$ cat config.mk
export PLATFORM = sky130hd
export DESIGN_NAME = instr_fetch_flat
export DESIGN_NICKNAME = d
export VERILOG_FILES = /design/src/rtl/instr_fetch_pkg.sv /design/src/rtl/instr_fetch_if.sv /design/src/rtl/instr_fetch.sv /design/src/flat_wrapper.sv
export SDC_FILE = /design/constraint.sdc
export NUM_CORES = 1
export LEC_CHECK = 0
export CAP_MARGIN = 25
export CORE_AREA = 5 5 122 124
export DETAILED_ROUTE_END_ITERATION = 10
export DIE_AREA = 0 0 127 129
export GPL_TIMING_DRIVEN = 1
export PLACE_DENSITY = 0.76
export SLEW_MARGIN = 20
export SYNTH_ARGS = -nofsm -noshare
export SYNTH_HDL_FRONTEND = slang
export SYNTH_SLANG_ARGS = --single-unit
$ cat constraint.sdc
create_clock -name clk -period 2 [get_ports clk]
set_clock_uncertainty 0.2 [all_clocks]
set_input_delay 0.2 -clock clk [delete_from_list [all_inputs] [get_ports clk]]
set_output_delay 0.2 -clock clk [all_outputs]
set_load 0.02 [all_outputs]
$ cat src/rtl/instr_fetch_pkg.sv
// Shared types and constants for the instruction-fetch stage (package if_pkg).
package if_pkg;

    localparam int INSTR_BYTES = 4;

    // TRAP is only reachable when IF_MISALIGN_TRAP_EN is defined.
    typedef enum logic [1:0] {
        REQ  = 2'd0,
        WAIT = 2'd1,
        HOLD = 2'd2,
        TRAP = 2'd3
    } fetch_state_t;

endpackage

$ cat src/rtl/instr_fetch_if.sv
// Memory request/response and decode-side valid/ready bundle of the fetch stage.
interface instr_fetch_if #(
    parameter int WordSize = 32
);

    logic                imem_req_valid;
    logic [WordSize-1:0] imem_req_addr;
    logic                imem_req_ready;
    logic                imem_resp_valid;
    logic [WordSize-1:0] imem_resp_data;
    logic                if_valid;
    logic [WordSize-1:0] if_pc;
    logic [WordSize-1:0] if_instr;
    logic                if_ready;

    // master: the fetch stage; slave: memory plus decode.
    modport master (
        output imem_req_valid, imem_req_addr,
        input  imem_req_ready, imem_resp_valid, imem_resp_data,
        output if_valid, if_pc, if_instr,
        input  if_ready
    );

    modport slave (
        input  imem_req_valid, imem_req_addr,
        output imem_req_ready, imem_resp_valid, imem_resp_data,
        input  if_valid, if_pc, if_instr,
        output if_ready
    );

endinterface

$ cat src/rtl/instr_fetch.sv
// Instruction-fetch stage: owns the PC, issues one request at a time, presents results to decode.
// Optional misaligned-target trap compiled in with `define IF_MISALIGN_TRAP_EN.
module instr_fetch
    import if_pkg::*;
#(
    parameter int                  WordSize    = 32,
    parameter logic [WordSize-1:0] ResetVector = '0
) (
    input  logic                clk,
    input  logic                rstn,
    input  logic                redirect,
    input  logic [WordSize-1:0] redirect_addr,
    input  logic                stall,
    instr_fetch_if.master       bus
`ifdef IF_MISALIGN_TRAP_EN
    ,
    output logic                misaligned
`endif
);

    fetch_state_t        state;
    logic [WordSize-1:0] pc;
    logic [WordSize-1:0] req_pc;
    logic                kill;

    logic                req_fire;
    logic [WordSize-1:0] target;
    fetch_state_t        flush_state;   // where a redirect lands once nothing is in flight
    fetch_state_t        resume_state;  // where a killed response lands

    assign bus.imem_req_valid = (state == REQ) && !stall && !redirect;
    assign bus.imem_req_addr  = pc;
    assign req_fire           = bus.imem_req_valid && bus.imem_req_ready;

`ifdef IF_MISALIGN_TRAP_EN
    logic target_misaligned;

    assign target_misaligned = |redirect_addr[1:0];
    assign target            = redirect_addr;
    assign flush_state       = target_misaligned ? TRAP : REQ;
    // misaligned already reflects the latest redirect by the time a killed response returns.
    assign resume_state      = misaligned ? TRAP : REQ;

    always_ff @(posedge clk) begin
        if (!rstn) begin
            misaligned <= 1'b0;
        end else if (redirect) begin
            misaligned <= target_misaligned;
        end
    end
`else
    assign target       = redirect_addr & ~WordSize'(INSTR_BYTES - 1);
    assign flush_state  = REQ;
    assign resume_state = REQ;
`endif

    // NOTE: reset is synchronous, so it is the first branch inside the clocked block, and all
    // state uses non-blocking assignments so each register sees pre-edge values.
    always_ff @(posedge clk) begin
        if (!rstn) begin
            state        <= REQ;
            pc           <= ResetVector;
            req_pc       <= '0;
            kill         <= 1'b0;
            bus.if_valid <= 1'b0;
            bus.if_pc    <= '0;
            bus.if_instr <= '0;
        end else if (redirect) begin
            pc           <= target;
            bus.if_valid <= 1'b0;
            // A response still owed by memory must be swallowed before the new target is fetched.
            if (state == WAIT && !bus.imem_resp_valid) begin
                kill <= 1'b1;
            end else begin
                kill  <= 1'b0;
                state <= flush_state;
            end
        end else begin
            case (state)
                REQ: begin
                    if (req_fire) begin
                        req_pc <= pc;
                        pc     <= pc + WordSize'(INSTR_BYTES);
                        state  <= WAIT;
                    end
                end
                WAIT: begin
                    if (bus.imem_resp_valid) begin
                        if (kill) begin
                            kill  <= 1'b0;
                            state <= resume_state;
                        end else begin
                            bus.if_pc    <= req_pc;
                            bus.if_instr <= bus.imem_resp_data;
                            bus.if_valid <= 1'b1;
                            state        <= HOLD;
                        end
                    end
                end
                HOLD: begin
                    if (bus.if_ready) begin
                        bus.if_valid <= 1'b0;
                        state        <= REQ;
                    end
                end
                default: begin
                    // TRAP: parked until an aligned redirect.
                end
            endcase
        end
    end

endmodule

$ cat src/flat_wrapper.sv
// flat-port wrapper written by rule: the top's interface ports become plain ports
module instr_fetch_flat import if_pkg::*;
#(
    parameter int                  WordSize    = 32,
    parameter logic [WordSize-1:0] ResetVector = '0
)
  (clk, rstn, redirect, redirect_addr, stall, bus_imem_req_valid, bus_imem_req_addr, bus_imem_req_ready, bus_imem_resp_valid, bus_imem_resp_data, bus_if_valid, bus_if_pc, bus_if_instr, bus_if_ready);
  instr_fetch_if #(.WordSize(WordSize)) bus_i ();
  input  logic clk;
  input  logic rstn;
  input  logic redirect;
  input  logic [WordSize-1:0] redirect_addr;
  input  logic stall;
  output wire logic [$bits(bus_i.imem_req_valid)-1:0] bus_imem_req_valid;
  output wire logic [$bits(bus_i.imem_req_addr)-1:0] bus_imem_req_addr;
  input wire logic [$bits(bus_i.imem_req_ready)-1:0] bus_imem_req_ready;
  input wire logic [$bits(bus_i.imem_resp_valid)-1:0] bus_imem_resp_valid;
  input wire logic [$bits(bus_i.imem_resp_data)-1:0] bus_imem_resp_data;
  output wire logic [$bits(bus_i.if_valid)-1:0] bus_if_valid;
  output wire logic [$bits(bus_i.if_pc)-1:0] bus_if_pc;
  output wire logic [$bits(bus_i.if_instr)-1:0] bus_if_instr;
  input wire logic [$bits(bus_i.if_ready)-1:0] bus_if_ready;
  assign bus_imem_req_valid = bus_i.imem_req_valid;
  assign bus_imem_req_addr = bus_i.imem_req_addr;
  assign bus_i.imem_req_ready = bus_imem_req_ready;
  assign bus_i.imem_resp_valid = bus_imem_resp_valid;
  assign bus_i.imem_resp_data = bus_imem_resp_data;
  assign bus_if_valid = bus_i.if_valid;
  assign bus_if_pc = bus_i.if_pc;
  assign bus_if_instr = bus_i.if_instr;
  assign bus_i.if_ready = bus_if_ready;
  instr_fetch #(.WordSize(WordSize), .ResetVector(ResetVector)) u_core (.clk(clk), .rstn(rstn), .redirect(redirect), .redirect_addr(redirect_addr), .stall(stall), .bus(bus_i));
endmodule
==> metrics.log <==
[metrics] total count of hold-check failures in the final report: 0
[metrics] largest driver fanout on the critical path: 8
[metrics] GRT Util Overall: between 20% and 30%
[metrics] floorplan die width: 127 um
[metrics] Cell Chain, Critical Path: clkdlybuf4s50_1
[metrics] number of buffers and inverters on the critical path: 1
[metrics] DP Worst Slack: -0.249 ns
[metrics] number of H-tree levels: 4
[metrics] cell class contributing the biggest share of worst-path delay: buffers and inverters
[metrics] number of cells after detailed placement: about 1.0k
[metrics] number of buffers created by CTS: 17
[metrics] Period Utilization, post-route: 100%
[metrics] critical path's slowest cell: sky130_fd_sc_hd__clkdlybuf4s50_1
[metrics] distinct cell type count of the synthesized netlist: 55
[metrics] setup repair after global routing missed its margin: yes
[metrics] number of global-route vias before repair: ~5.2k
[metrics] clock period minus worst slack: between 1.5 and 2 ns
[metrics] Core ar.: between 10000 and 15000 um2
[metrics] data required time at the worst endpoint: 1.60 ns
[metrics] total of buffers placed on input and output ports: roughly 160
[metrics] leading cell type in the layout, fill and taps excluded: sky130_fd_sc_hd__nand2_1
[metrics] CTS clock-pin slew for the worst setup and hold paths: ~0.06 ns
[metrics] die boundary height: approximately 130 um
[metrics] layout-stage area growth over the synthesis result: 56.0%
[metrics] Hold/Removal Path Class: in2reg
[metrics] vias after detailed routing: roughly 5.7k
[metrics] pins over their slew limit: 0
[metrics] part of the Yosys area used for sequential elements: 47.4%
[metrics] detailed-routing iteration count for the pre-antenna-repair pass: 5
[metrics] combinational fraction of design power: approximately 12%
[metrics] slowest stage delay, CP: approximately 0.67 ns
[metrics] largest net degree at the start of global routing: 63
[metrics] Yosys reg bits: about 130
[metrics] Synth async-reset ratio: 0%
[metrics] cell at the root of the clock tree: sky130_fd_sc_hd__clkbuf_16
[metrics] wire length of the first global-routing pass: 26.6 mm
[metrics] clock latency of the later-clocked register in the worst-skew pair: between 0.4 and 0.5 ns
[metrics] initial detailed-routing violation count: about 460
[metrics] fraction of layout instances using a drive strength above 1: between 10% and 20%
[metrics] leading register cell type out of synthesis: sky130_fd_sc_hd__dfxtp_1
[metrics] part of the total power dissipated in the clock network: a little under half
[metrics] clock tree from TritonCTS: yes
[metrics] number of max-cap violations: 0
[metrics] leading cell types in the layout, fill and taps excluded: sky130_fd_sc_hd__nand2_1 (207), sky130_fd_sc_hd__clkdlybuf4s50_1 (153), sky130_fd_sc_hd__dfxtp_1 (113)
[metrics] Worst Setup End Kind: output port
[metrics] total routed wirelength: around 17 mm
[metrics] antenna violations before repair: 0
[metrics] top-level I/O count: roughly 170
[metrics] WL/cell: ~16 um
[metrics] fmax: about 0.5 GHz
[metrics] sink count of the clock tree: between 100 and 150
[metrics] routed via count divided by cell count: 5.23
[metrics] type of element launching the critical path: flop
[metrics] row cnt: 43
[metrics] net count of the finished layout: between 900 and 1k
[metrics] worst-case setup margin in the final layout: 0.000792 ns
[metrics] largest voltage drop on the vdd net: about 0.00058 V
[metrics] Worst Setup Path Type: reg2out
[metrics] Flop pwr share: roughly two fifths
[metrics] RD Place Congestion: between 0.9 and 1
[metrics] number of enable-type register cells in the synthesized netlist: 0
[metrics] detailed placer's ending HPWL: 12.1 mm
[metrics] pwr dens: roughly 800 nW/um2
[metrics] switching share of total power: about a quarter
[metrics] number of warnings issued by yosys: 0
[metrics] die area: 16400 um2
[metrics] # diodes: 0
[metrics] maximum buffer depth of the clock tree: 2
[metrics] initial core utilization: between 30% and 40%
[metrics] remaining antenna violation count after routing: 0
[metrics] total net switching power: 1560 uW
[metrics] data arrival time of the worst path: roughly 1.6 ns
[metrics] syn avg cell area: roughly 7.8 um2
[metrics] static power due to leakage: between 0.002 and 0.003 uW
[metrics] internal power summed over all cells: 4900 uW
[metrics] post-synthesis instance area: between 5000 and 6000 um2
[metrics] final cell count without fillers: between 1k and 1.5k
[metrics] setup_tns: 0 ns
[metrics] status: finished, final reports clean
[metrics] post-detailed-route DRC marker count: 0
[metrics] final count of negative-setup-slack endpoints: 0
[metrics] Cells after Synth: roughly 680
[metrics] total global routing overflow: 0
-- stage by stage --
stage / hold slack, ns / power (uW) / cell area [um2] / util, %
floorplan: 0.0990 / 3040 / 5410 / -
finish: 0.139 / 6470 / 8300 / 60.8
detailed placement: 0.243 / 3490 / 7650 / 56.0
CTS: 0.126 / 6490 / 8240 / 60.3
global route: 0.139 / 6680 / 8300 / 60.8
global placement: 0.239 / 3480 / 7650 / 56.0
-- final cells by class --
cell class | count | area [um2]
Multi-Input combinational cell | 500 | 2660
Clock buffer | 21 | 470
Tap cell | 180 | 225
Timing Repair Buffer | 237 | 2260
Fill cell | 1199 | 5360
Sequential cell | 126 | 2550
Inverter | 8 | 31.3
Clock inverter | 10 | 111
-- per-layer routing --
layer | part of all wire, % | vias up | global-route usage (%)
li1 | - | 2784 | -
met1 | 44 | 2624 | 27.3
met2 | 48 | 225 | 31.5
met3 | 6.7 | 21 | 4.57
met4 | 1.4 | 0 | 7.44
met5 | 0 | - | 0
-- cell families (layout without fill, tap and decap cells) --
logic type,count (synthesis),after routing,share of synthesized area (%)
simple gates,313,314,27.0
compound gates,166,166,17.8
flops,126,126,47.4
buf+inv,62,276,4.72
xor+xnor,8,8,1.32
fa+ha+maj,4,4,0.940
mux,4,4,0.752
other cells,1,4,0.0704
-- worst reg2reg max path, stage by stage (launching register included) --
cell and delay (ns):
sky130_fd_sc_hd__dfxtp_4 0.34, sky130_fd_sc_hd__nand4_1 0.13, sky130_fd_sc_hd__or4_4 0.61, sky130_fd_sc_hd__or4_1 0.48
sky130_fd_sc_hd__a31oi_1 0.14
-- final timing paths --
check	from	endpoint	slack, ns	cells past startpoint
min reg2reg	u_core.req_pc[31]	u_core.bus.if_pc[31]	0.25	2
min	bus_imem_resp_data[25]	u_core.bus.if_instr[25]	0.14	3
max	u_core.bus.imem_req_addr[20]	bus_imem_req_addr[20]	0.0008	1
max reg2reg	u_core.bus.imem_req_addr[12]	u_core.bus.imem_req_addr[20]	0.02	4
-- what timing repair did --
item,in CTS,in global routing
pin swaps,4,2
hold buffers,0,0
gates resized for setup,10,15
buffers inserted,0,1
cloned,1,0
setup endpoints to repair,16,25
-- cell usage after synthesis (all sizes together), types with 2 or more instances --
cell type    n  area, um2
a311oi       3       26.3
buf          7       45.0
xor2         3       26.3
a21oi      100        500
nand3       21        105
ha           4       50.1
nor3         6       30.0
nor4bb       2       20.0
o31ai        5       37.5
nand4       15        109
o21a         2       15.0
and2         4       25.0
nand2b       4       25.0
or4          7       52.6
nor4         7       43.8
inv          7       26.3
clkbuf      47        176
a31oi       10       62.6
or3          7       47.5
nor2b        2       12.5
nor2        12       45.0
mux2i        4       40.0
xnor2        5       43.8
nor3b        3       22.5
dfxtp      126       2520
nand2      209        785
o21ai       22        110
and3         5       32.5
and4         5       45.0
a211oi       4       30.0
o211ai       7       52.6
-- sequential cells by signal, summed over array words and instances, names as in the netlist --
| register | flops |
|---|---|
| u_core.bus.if_instr | 32 |
| u_core.bus.if_pc | 30 |
| u_core.bus.if_valid | 1 |
| u_core.bus.imem_req_addr | 30 |
| u_core.kill | 1 |
| u_core.req_pc | 30 |
| u_core.state | 2 |
-- power by group through the flow --
stage	sequential, uW	combinational, uW	clock [uW]
global placement	2700	782	0
floorplan	2770	268	0
detailed placement	2700	788	0
finish	2650	801	3010
CTS	2650	791	3050
global route	2660	853	3170
No activity file was read; power rests on OpenSTA's default activity.
